--- src/rtl/uart_tx_buffered.sv ---
// Buffered 8N1 UART transmitter for the host return link.
// Bytes enter a small FIFO through a ready/valid port; the serializer drains it
// LSB first with one start bit and STOP_BITS stop bits. Queued frames are sent
// back-to-back without idle cycles.
//
// state   | meaning
// --------+-------------------------------------------------------------
// S_IDLE  | line high, waiting for a queued byte
// S_START | start bit (low) for one bit period
// S_DATA  | eight data bits, LSB first, one bit period each
// S_STOP  | stop level (high) for STOP_BITS bit periods, then chain or idle
`timescale 1ns/1ps

module uart_tx_buffered #(
  parameter int CLOCK_FREQ = 100_000_000,
  parameter int BAUD_RATE  = 115200,
  parameter int FIFO_DEPTH = 16,
  parameter int STOP_BITS  = 1
) (
  input  logic                          clk,
  input  logic                          rst_n,
  input  logic [7:0]                    tx_data,
  input  logic                          tx_valid,
  output logic                          tx_ready,
  output logic                          tx,
  output logic                          tx_busy,
  output logic [$clog2(FIFO_DEPTH):0]   fifo_count
);

  localparam int          AW           = $clog2(FIFO_DEPTH);
  localparam int          CLKS_PER_BIT = CLOCK_FREQ / BAUD_RATE;
  localparam logic [15:0] BIT_RELOAD   = 16'(CLKS_PER_BIT - 1);
  localparam logic [AW:0] FULL_CNT     = (AW + 1)'(FIFO_DEPTH);
  // Any value other than 2 falls back to a single stop bit.
  localparam logic        STOP_TWO     = (STOP_BITS == 2);

  typedef enum logic [1:0] {
    S_IDLE,
    S_START,
    S_DATA,
    S_STOP
  } state_e;

  logic [7:0]  mem_q [FIFO_DEPTH];
  logic [AW:0] wr_ptr_q, wr_ptr_d;
  logic [AW:0] rd_ptr_q, rd_ptr_d;
  logic        push;
  logic        pop;
  logic [7:0]  head;

  state_e      state_q, state_d;
  logic [15:0] cnt_q, cnt_d;
  logic [2:0]  bit_q, bit_d;
  logic [7:0]  shift_q, shift_d;
  logic        stop_q, stop_d;
  logic        tx_q, tx_d;
  logic        cnt_tc;

  // Occupancy and ready come only from the registered pointers.
  assign fifo_count = wr_ptr_q - rd_ptr_q;
  assign tx_ready   = (fifo_count != FULL_CNT);
  assign push       = tx_valid && tx_ready;
  assign head       = mem_q[rd_ptr_q[AW-1:0]];
  assign wr_ptr_d   = push ? wr_ptr_q + 1'b1 : wr_ptr_q;
  assign rd_ptr_d   = pop  ? rd_ptr_q + 1'b1 : rd_ptr_q;
  assign cnt_tc     = (cnt_q == 16'd0);

  assign tx      = tx_q;
  assign tx_busy = (state_q != S_IDLE);

  // FIFO storage; contents need no reset since the pointers define validity.
  always_ff @(posedge clk) begin
    if (push) mem_q[wr_ptr_q[AW-1:0]] <= tx_data;
  end

  // FIFO pointers; reset flushes the queue.
  always_ff @(posedge clk or negedge rst_n) begin
    if (!rst_n) begin
      wr_ptr_q <= '0;
      rd_ptr_q <= '0;
    end else begin
      wr_ptr_q <= wr_ptr_d;
      rd_ptr_q <= rd_ptr_d;
    end
  end

  // Serializer registers; tx comes straight from a flop and idles high.
  always_ff @(posedge clk or negedge rst_n) begin
    if (!rst_n) begin
      state_q <= S_IDLE;
      cnt_q   <= '0;
      bit_q   <= '0;
      shift_q <= '0;
      stop_q  <= 1'b0;
      tx_q    <= 1'b1;
    end else begin
      state_q <= state_d;
      cnt_q   <= cnt_d;
      bit_q   <= bit_d;
      shift_q <= shift_d;
      stop_q  <= stop_d;
      tx_q    <= tx_d;
    end
  end

  // Next-state logic: bit timing is a reload-and-count-down to zero.
  always_comb begin
    state_d = state_q;
    cnt_d   = cnt_q;
    bit_d   = bit_q;
    shift_d = shift_q;
    stop_d  = stop_q;
    tx_d    = tx_q;
    pop     = 1'b0;

    case (state_q)
      S_IDLE: begin
        tx_d = 1'b1;
        if (fifo_count != '0) begin
          pop     = 1'b1;
          shift_d = head;
          bit_d   = '0;
          cnt_d   = BIT_RELOAD;
          tx_d    = 1'b0;
          state_d = S_START;
        end
      end
      S_START: begin
        if (cnt_tc) begin
          tx_d    = shift_q[0];
          shift_d = {1'b0, shift_q[7:1]};
          cnt_d   = BIT_RELOAD;
          state_d = S_DATA;
        end else begin
          cnt_d = cnt_q - 16'd1;
        end
      end
      S_DATA: begin
        if (cnt_tc) begin
          cnt_d = BIT_RELOAD;
          if (bit_q == 3'd7) begin
            tx_d    = 1'b1;
            stop_d  = STOP_TWO;
            state_d = S_STOP;
          end else begin
            bit_d   = bit_q + 3'd1;
            tx_d    = shift_q[0];
            shift_d = {1'b0, shift_q[7:1]};
          end
        end else begin
          cnt_d = cnt_q - 16'd1;
        end
      end
      S_STOP: begin
        if (cnt_tc) begin
          if (stop_q) begin
            // First of two stop bits done; run one more period.
            stop_d = 1'b0;
            cnt_d  = BIT_RELOAD;
          end else if (fifo_count != '0) begin
            pop     = 1'b1;
            shift_d = head;
            bit_d   = '0;
            cnt_d   = BIT_RELOAD;
            tx_d    = 1'b0;
            state_d = S_START;
          end else begin
            state_d = S_IDLE;
          end
        end else begin
          cnt_d = cnt_q - 16'd1;
        end
      end
      default: begin
        state_d = S_IDLE;
        tx_d    = 1'b1;
      end
    endcase
  end

endmodule

--- config.mk ---
export PLATFORM = sky130hd
export DESIGN_NAME = uart_tx_buffered
export DESIGN_NICKNAME = d
export VERILOG_FILES = /design/src/rtl/uart_tx_buffered.sv
export SDC_FILE = /design/constraint.sdc
export NUM_CORES = 1
export LEC_CHECK = 0
export CAP_MARGIN = 10
export CORE_UTILIZATION = 30
export CTS_BUF_LIST = sky130_fd_sc_hd__clkbuf_4 sky130_fd_sc_hd__clkbuf_8
export DETAILED_ROUTE_END_ITERATION = 6
export GPL_ROUTABILITY_DRIVEN = 0
export GPL_TIMING_DRIVEN = 0
export PLACE_DENSITY = 0.44
export SLEW_MARGIN = 10
export SYNTH_ARGS = -nofsm -noshare
export SYNTH_HDL_FRONTEND = slang
export SYNTH_SLANG_ARGS = --single-unit
export TNS_END_PERCENT = 5
--- constraint.sdc ---
create_clock -name clk -period 7.6 [get_ports clk]
set_clock_uncertainty 0.1 [all_clocks]
set_input_delay 2.28 -clock clk [delete_from_list [all_inputs] [get_ports clk]]
set_output_delay 2.28 -clock clk [all_outputs]
set_load 0.005 [all_outputs]
# Yosys cells after proc, flatten, opt, wreduce, memory -nomap -nowiden
# Memory sizes are Yosys's and may differ from the RTL's.
# Index checks and enable logic that the tools add are counted.
[totals]
regBits = 41
ram_bits = 128
inputBits = 11
out_inout_bits = 8
word_cells = 84
n_memories = 1
[memory_table]
columns = ["memory", "words", "width", "read_ports", "rd_clocked_by_memory_dff", "write_ports", "line_no", "rtl"]
rows = [
  ["mem_q", 16, 8, 1, 0, 1, "44", "logic [7:0] mem_q [FIFO_DEPTH];"],
]
[classes]
n_addsub = 5
eq_ne = 13
mux = 44
n_reduce_logical = 13
[op_table]
columns = ["operator", "n"]
rows = [
  ["$mux 16", 4],
  ["$mux 8", 6],
  ["$pmux 16 s3", 1],
  ["$pmux 8 s4", 1],
  ["$logic_not 16->1", 1],
  ["$mux 1", 16],
  ["$ne 2x2->1 const B", 8],
  ["$sub 16x1->16 const B", 1],
  ["$mux 3", 5],
  ["$reduce_and 5->1", 3],
  ["$mux 2", 6],
  ["$add 5x1->5 const B", 2],
  ["$pmux 3 s3", 1],
  ["$pmux 2 s4", 1],
  ["$reduce_and 6->1", 1],
  ["$ne 5x5->1 const B", 1],
  ["$reduce_bool 5->1", 1],
  ["$sub 5x5->5", 1],
  ["$eq 2x2->1 const B", 2],
  ["$pmux 1 s2", 2],
  ["$pmux 1 s4", 1],
  ["$reduce_and 4->1", 1],
  ["$reduce_bool 2->1", 2],
  ["$add 3x1->3 const B", 1],
  ["6 further kinds", 6],
]

# Logic depth before layout (Yosys ltp)
# Gate-level depths: netlist of the first run.
[logic_depth]
ltp_word = 6
mapped_depth = 11
ltp_nobuf = 9

# Worst setup path before layout of the first run
# No wires, ideal clock.
[synth_timing]
path_type = "reg-to-output"
start = "register rd_ptr_q[2]"
end = "output tx_ready"
t_arrival_ns = 1.983
required_ns = 5.220
slack_ns = 3.237
stages_incl_launch_ff = 9
path_cell_list = "dfrtp_1 > buf_2 > buf_2 > clkinv_1 > ha_1 > nand2b_1 > a21oi_1 > xnor2_1 > nand2_1"
[synth_via]
elab_chain_cells = 2
[synth_rtl]
columns = ["element", "line_no", "rtl"]
rows = [
  ["start, declared", "46", "logic [AW:0] rd_ptr_q, rd_ptr_d;"],
  ["start signal, assigned", "83", "rd_ptr_q <= rd_ptr_d;"],
  ["$sub 5x5->5", "60", "assign fifo_count = wr_ptr_q - rd_ptr_q;"],
  ["named net fifo_count[4]", "27", "output logic [$clog2(FIFO_DEPTH):0] fifo_count"],
  ["$ne 5x5->1", "61", "assign tx_ready = (fifo_count != FULL_CNT);"],
  ["end, declared", "24", "output logic tx_ready,"],
]
# The timed path passes the listed nets, and every way through them passes these cells.

# Final worst setup path of the first run
[layout_timing]
start = "register rd_ptr_q[2]"
end = "output fifo_count[4]"
[layout_via]
elab_chain_cells = 1
[layout_rtl]
columns = ["element", "line_no"]
rows = [
  ["$sub 5x5->5", "60"],
  ["end, declared", "27"],
]
# No other way between the ends.

==> flow_summary.toml, run 1 <==
[outcome]
status = "complete, no violations"

[grt]
overflow = 0
grtUsageTotal_pct = 14.3
grt_util_met2_pct = 22.2
grt_util_met1_pct = 20.5
antenna_found_initial = 0
grt_pass1_vias = 4529
grt_pass1_wl_um = 27400
grt_max_degree = 24
grt-busiest-layer = "met2"
grt_util_met3_pct = 2.82

[setup_path]
cp_data_required_time_ns = 5.22
crit_type = "flip-flop to output pin"
worstSetupEndpointType = "output pin"
cp_max_fo = 10
cp-start-kind = "flip-flop"
crit_arrival_ns = 3.57

[sta]
hold_viol = 0
fmax_mhz = 168
tightest_slew_ns = 0.767
finalSetupViolations = 0
slew_violations = 0
slew_headroom_pct = 48.7
min_period_ns = 5.95
finalCritPeriodShare_pct = 78.3
rsz0062_at_grt = "false"
setup_tns_ns = 0
whs_ns = 0.393

[synthesis]
synth.avg_cell_area_um2 = 14.4
synth-adder-area-share_pct = 3.23
synth_area_leader_cell = "edfxtp_1"
yosys.area_share.simple_pct = 8.74
ys_seq_area_share_pct = 63.9
synth_compound_area_share_pct = 8.91
synth_top_family_by_area = "multiplexers"
synth_edf_count = 128
ys.flop_type = "edfxtp_1"
synthesis.nets = 557
async_reset_ff_share_pct = 23.8
synth_cell_types = 59
synth.area.top_cells = "edfxtp_1 (51%), dfrtp_1 (13%), mux2_2 (6.4%)"
netlist_area_um2 = 7590
synth-warning-count = 0
synth.top_cell.area_share_pct = 50.7
syn_inst = 527
synthXorXnorAreaFrac_pct = 2.19
synthMuxAreaShare_pct = 11.0
synth_seq_cells = 168

[cts]
numCtsBuffers = 17
cts_tree = "yes"
htreeDepth = 4
worstSkewPairLatency_ns = 0.46
holdBufCountCts = 0
cts_buffer_depth = 2
cts_resized = 0
root_buffer = "clkbuf_8"
clk_pin_slew_ns = 0.10
cts_setup_buffers = 0
cts.sinks = 168

[detailed_routing]
postRouteAntennaNets = 0
drtIter0Drc = 276
drt_pre_antenna_iters = 5
vias_per_cell = 4.97
drc = 0
wl_um = 17600
wire_per_inst_um = 19.5
num_vias = 4489

[die]
die_area_um2 = 25900
die_height_um = 161
io_pins = 19
initial_core_util_pct = 30.9
core-area_um2 = 24500
die_w_um = 161
row_count = 57

[finish]
num_antenna_cells = 0
seq_area_um2 = 4850
drive_gt1_share_pct = 19.9
nets = 596
fill_cells = 2390
multiInputGateArea_um2 = 2590
area_growth_pct = 13.5

[hold_path]
hold_path_class = "flip-flop to flip-flop"

[power]
power_density_nw_per_um2 = 409
max-vdd-ir-drop_mv = 0.202
leakagePower_nw = 3.08

[placed_design]
dp_hpwl_um = 12400
io_buffers = 18

[flow_run]
cap_violations = 0
## power breakdown
| part | total [mW] | switching (mW) | leakage [nW] | internal (mW) |
|---|---|---|---|---|
| Combinational | 1.61 | 0.932 | 1.21 | 0.674 |
| Clock | 0.648 | 0.369 | 0.206 | 0.279 |
| Sequential | 1.27 | 0.110 | 1.66 | 1.16 |
| Total | 3.52 | 1.41 | 3.08 | 2.11 |
## kinds of logic (layout without fill, tap and decap cells)
| logic type | count (synthesis) | after routing |
|---|---|---|
| flops | 168 | 168 |
| fa+ha+maj | 19 | 19 |
| xor+xnor | 19 | 19 |
| simple gates | 120 | 120 |
| buf+inv | 37 | 89 |
| compound gates | 101 | 101 |
| mux | 63 | 63 |
## final timing paths
kind	start	to	slack, ns	cells after the start
max	rd_ptr_q[2]	fifo_count[4]	1.65	8
min	rd_ptr_q[4]	rd_ptr_q[4]	0.39	1
max reg2reg	rd_ptr_q[2]	mem_q[15][6]	3.44	10
min reg2reg	rd_ptr_q[4]	rd_ptr_q[4]	0.39	1
max in group asynchronous	rst_n	tx	5.17	2
min in group asynchronous	rst_n	cnt_q[13]	1.66	1
## worst max-delay path, cell delays in order (launching register included)
cell             delay, ns
dfrtp_1               0.38
buf_2                 0.28
buf_2                 0.30
clkinv_1              0.33
ha_1                  0.45
nand2b_1              0.09
a21oi_1               0.07
xnor2_1               0.59
clkdlybuf4s50_1       0.63
## synth_stat cells, types with 4 or more instances
cell type and number:
mux2_2 43, xor2_1 8, nor3_1 12, nor2_1 22
nand2_1 27, edfxtp_1 128, o31ai_1 4, nand2b_1 6
ha_1 18, nand4_1 5, o22ai_1 18, and3_1 18
mux4_2 12, clkbuf_1 10, o21ai_0 20, a21oi_1 29
nand3_1 4, mux2i_1 8, xnor2_1 11, inv_1 17
buf_2 5, dfrtp_1 39
## area by class of cell
type	instances	share of cell area, %
buffer	18	0.988
clock buffer	17	2.72
clock inverter	15	2.08
inverter	19	0.828
multi-input combinational	322	30.1
sequential	168	56.3
tap	324	4.71
timing repair buffer	20	2.35
## per-stage QoR
step	std cells	power, mW	worst slack, ns	util, %	cell area [um2]
5_1_grt	903	3.76	1.48	35.1	8610
6_report	903	3.52	1.65	35.1	8610
3_5_place_dp	871	2.91	2.15	33.4	8200
2_1_floorplan	527	2.38	3.24	-	7590
3_3_place_gp	869	2.88	2.15	33.3	8170
4_1_cts	903	3.57	1.61	35.1	8610
## cells in the final DEF, fill, tap and decap left out, types with 17 or more instances in the layout
cell type,instances
edfxtp_1,128
and3_1,18
clkbuf_8,17
clkdlybuf4s50_1,17
nor2_1,22
ha_1,18
a21oi_1,29
mux2_2,43
dfrtp_1,39
o21ai_0,20
o22ai_1,18
inv_1,17
nand2_1,27
## metal layers
| metal | vias to the layer above | wire [um] |
|---|---|---|
| met3 | 7 | 631 |
| met2 | 108 | 8150 |
| met4 | 0 | 106 |
| met5 | - | 0 |
| li1 | 2111 | - |
| met1 | 2263 | 8750 |
## sequential cells by signal, indices dropped and copies added, names as in the netlist
signal / count
bit_q: 3
tx: 1
wr_ptr_q: 5
state_q: 2
rd_ptr_q: 5
mem_q: 128
cnt_q: 16
shift_q: 8
(Power assumes the default switching activity.)
==> inputs of run 2 (changes only) <==
==> constraint.sdc (replaced) <==
create_clock -name clk -period 6.1 [get_ports clk]
set_clock_uncertainty 0.1 [all_clocks]
set_input_delay 1.83 -clock clk [delete_from_list [all_inputs] [get_ports clk]]
set_output_delay 1.83 -clock clk [all_outputs]
set_load 0.005 [all_outputs]
==> results of run 2 <==
The final DEF is identical to that of run 1. Status: complete, no violations.
Among the figures that moved: setup slack after placement 2.15 ns -> 1.10 ns; setup slack after layout 1.65 ns -> 0.597 ns; register-to-register setup slack 3.44 ns -> 1.94 ns; total power 3.52 mW -> 4.39 mW; worst IR drop on VDD 0.202 mV -> 0.251 mV
==> inputs of run 3 (changes only) <==
--- a/config.mk
+++ b/config.mk
@@ -6,6 +6,7 @@
 export NUM_CORES = 1
 export LEC_CHECK = 0
 export CAP_MARGIN = 10
+export CORE_MARGIN = 5
 export CORE_UTILIZATION = 30
 export CTS_BUF_LIST = sky130_fd_sc_hd__clkbuf_4 sky130_fd_sc_hd__clkbuf_8
 export DETAILED_ROUTE_END_ITERATION = 6
==> run 3 against run 2 <==
  * Worst setup slack improved by 0.032 ns
  * Critical path type unchanged
  * Cell area fell by 0.73%
  * Via count rose by 2.0%
  * Critical path depth rose by 1
  * Flip-flop and latch count did not move
  * Critical endpoint is now tx_ready
  * Utilization fell by 0.96 points
==> flow_summary.toml, run 3 (synthesis gave the netlist of run 1 again) <==
[outcome]
status = "complete, no violations"

[die]
io_pins = 19
initial_core_util_pct = 30.3
die_area_um2 = 28600
die_w_um = 169
core-area_um2 = 25000
die_height_um = 169
row_count = 58

[power]
leakagePower_nw = 3.05
max-vdd-ir-drop_mv = 0.276
power.total_mw = 4.30
power_density_nw_per_um2 = 503

[sta]
fmax_mhz = 183
finalSetupViolations = 0
rsz0062_at_grt = "false"
tightest_slew_ns = 0.834
setup_tns_ns = 0
finalCritPeriodShare_pct = 89.7
slew_violations = 0
hold_viol = 0
slew_headroom_pct = 44.1
whs_ns = 0.394
setup_ws_ns = 0.629
min_period_ns = 5.47

[setup_path]
reg2reg_to = "mem_q[3][7]"
worstSetupEndpointType = "output pin"
cp_max_fo = 10
reg2reg_from = "rd_ptr_q[2]"
cp_top_family = "buffers and inverters"
crit_chain = "buf_2 -> buf_2 -> clkinv_1 -> ha_1 -> a21oi_1 -> nand2_1 -> o31ai_1 -> nand2_1 -> clkdlybuf4s50_1"
crit_arrival_ns = 3.54
r2r_setup_slack_ns = 1.74
max_stage_delay_ns = 0.48
slowest_stage = "clkdlybuf4s50_1"
crit_type = "flip-flop to output pin"
startpoint = "rd_ptr_q[2]"
cp-start-kind = "flip-flop"
cp_data_required_time_ns = 4.17
r2r_cells = 11
path_buf_inv = 4

[grt]
grt_max_degree = 31
grtUsageTotal_pct = 13.2
overflow = 0
grt_pass1_vias = 4763
antenna_found_initial = 0
grt_pass1_wl_um = 28500

[detailed_routing]
drtIter0Drc = 338
vias_per_cell = 5.04
wire_per_inst_um = 19.8
wl_um = 18000
drc = 0
drt_pre_antenna_iters = 7
num_vias = 4578
postRouteAntennaNets = 0

[finish]
largest_reg_flops = 128
fill_cells = 2469
layout_commonest_cell = "edfxtp_1"
area_growth_pct = 12.7
final_cell_mix = "edfxtp_1 (128), mux2_2 (43), dfrtp_1 (39), a21oi_1 (29), nand2_1 (27)"
fin_area_um2 = 8550
drive_gt1_share_pct = 19.7
num_antenna_cells = 0
nets = 595

[cts]
cts_setup_buffers = 0
cts.sinks = 168
clk_pin_slew_ns = 0.09
worstSkewPairLatency_ns = 0.46
htreeDepth = 4
holdBufCountCts = 0
cts_tree = "yes"
cts_buffer_depth = 2
numCtsBuffers = 17
root_buffer = "clkbuf_8"
cts_resized = 0

[placed_design]
placed_area_um2 = 8200
io_buffers = 18
dp_slack_ns = 1.11
dp_hpwl_um = 12500

[hold_path]
hold_start = "wr_ptr_q[4]"
hold_path_class = "flip-flop to flip-flop"
whs_endpoint = "wr_ptr_q[4]"
whs_path_depth = 1

[flow_run]
cap_violations = 0
[run 3: cell count changes in the layout (fill, tap and decap cells not counted), sizes merged]
| cell | delta |
|---|---|
| buf | -1 |
| bufinv | -1 |
| clkbuf | +3 |
| clkinvlp | +1 |
| inv | -3 |
[run 3: worst reg2reg max path: cells and delay by family (launching register included)]
family | cells | cell delay (ns)
DFF | 1 | 0.36
and+or+nand+nor | 2 | 0.81
adders and majority gates | 1 | 0.45
xor gates and xnor gates | 1 | 0.34
buffers and inverters | 4 | 1.29
AOI/OAI and AO/OA | 3 | 0.65
[run 3: area by class of cell]
type	instances	area, um2	area share (%)
clock buffer	20	256	3.00
timing repair buffer	19	195	2.28
sequential	168	4850	56.7
multi-input combinational	322	2590	30.3
buffer	18	85.1	0.995
inverter	19	71.3	0.834
tap	330	413	4.83
clock inverter	12	93.8	1.10
[run 3: worst max path at each step]
stage	endpoint	depth (start not counted)
floorplan	tx_ready	8
finish	tx_ready	9
CTS	fifo_count[4]	8
global route	tx_ready	9
global placement	fifo_count[4]	8
detailed placement	tx_ready	9
[run 3: metrics by stage]
stage	util, %	instances
3_3_place_gp	32.7	875
6_report	34.2	908
3_5_place_dp	32.8	876
4_1_cts	34.2	908
2_1_floorplan	-	527
5_1_grt	34.2	908
[run 3: power by group]
part	switching [mW]	internal (mW)	leakage, nW
clock network	0.420	0.301	0.180
logic	1.17	0.838	1.20
registers	0.133	1.44	1.66
total	1.72	2.58	3.05
[run 3: per-layer routing]
| metal | GRT usage (%) | share of wire (%) | vias up |
|---|---|---|---|
| li1 | - | - | 2101 |
| met1 | 18.4 | 48 | 2353 |
| met2 | 21.3 | 47 | 109 |
| met3 | 2.71 | 3.7 | 15 |
| met4 | 3.15 | 1.2 | 0 |
| met5 | 0 | 0 | - |
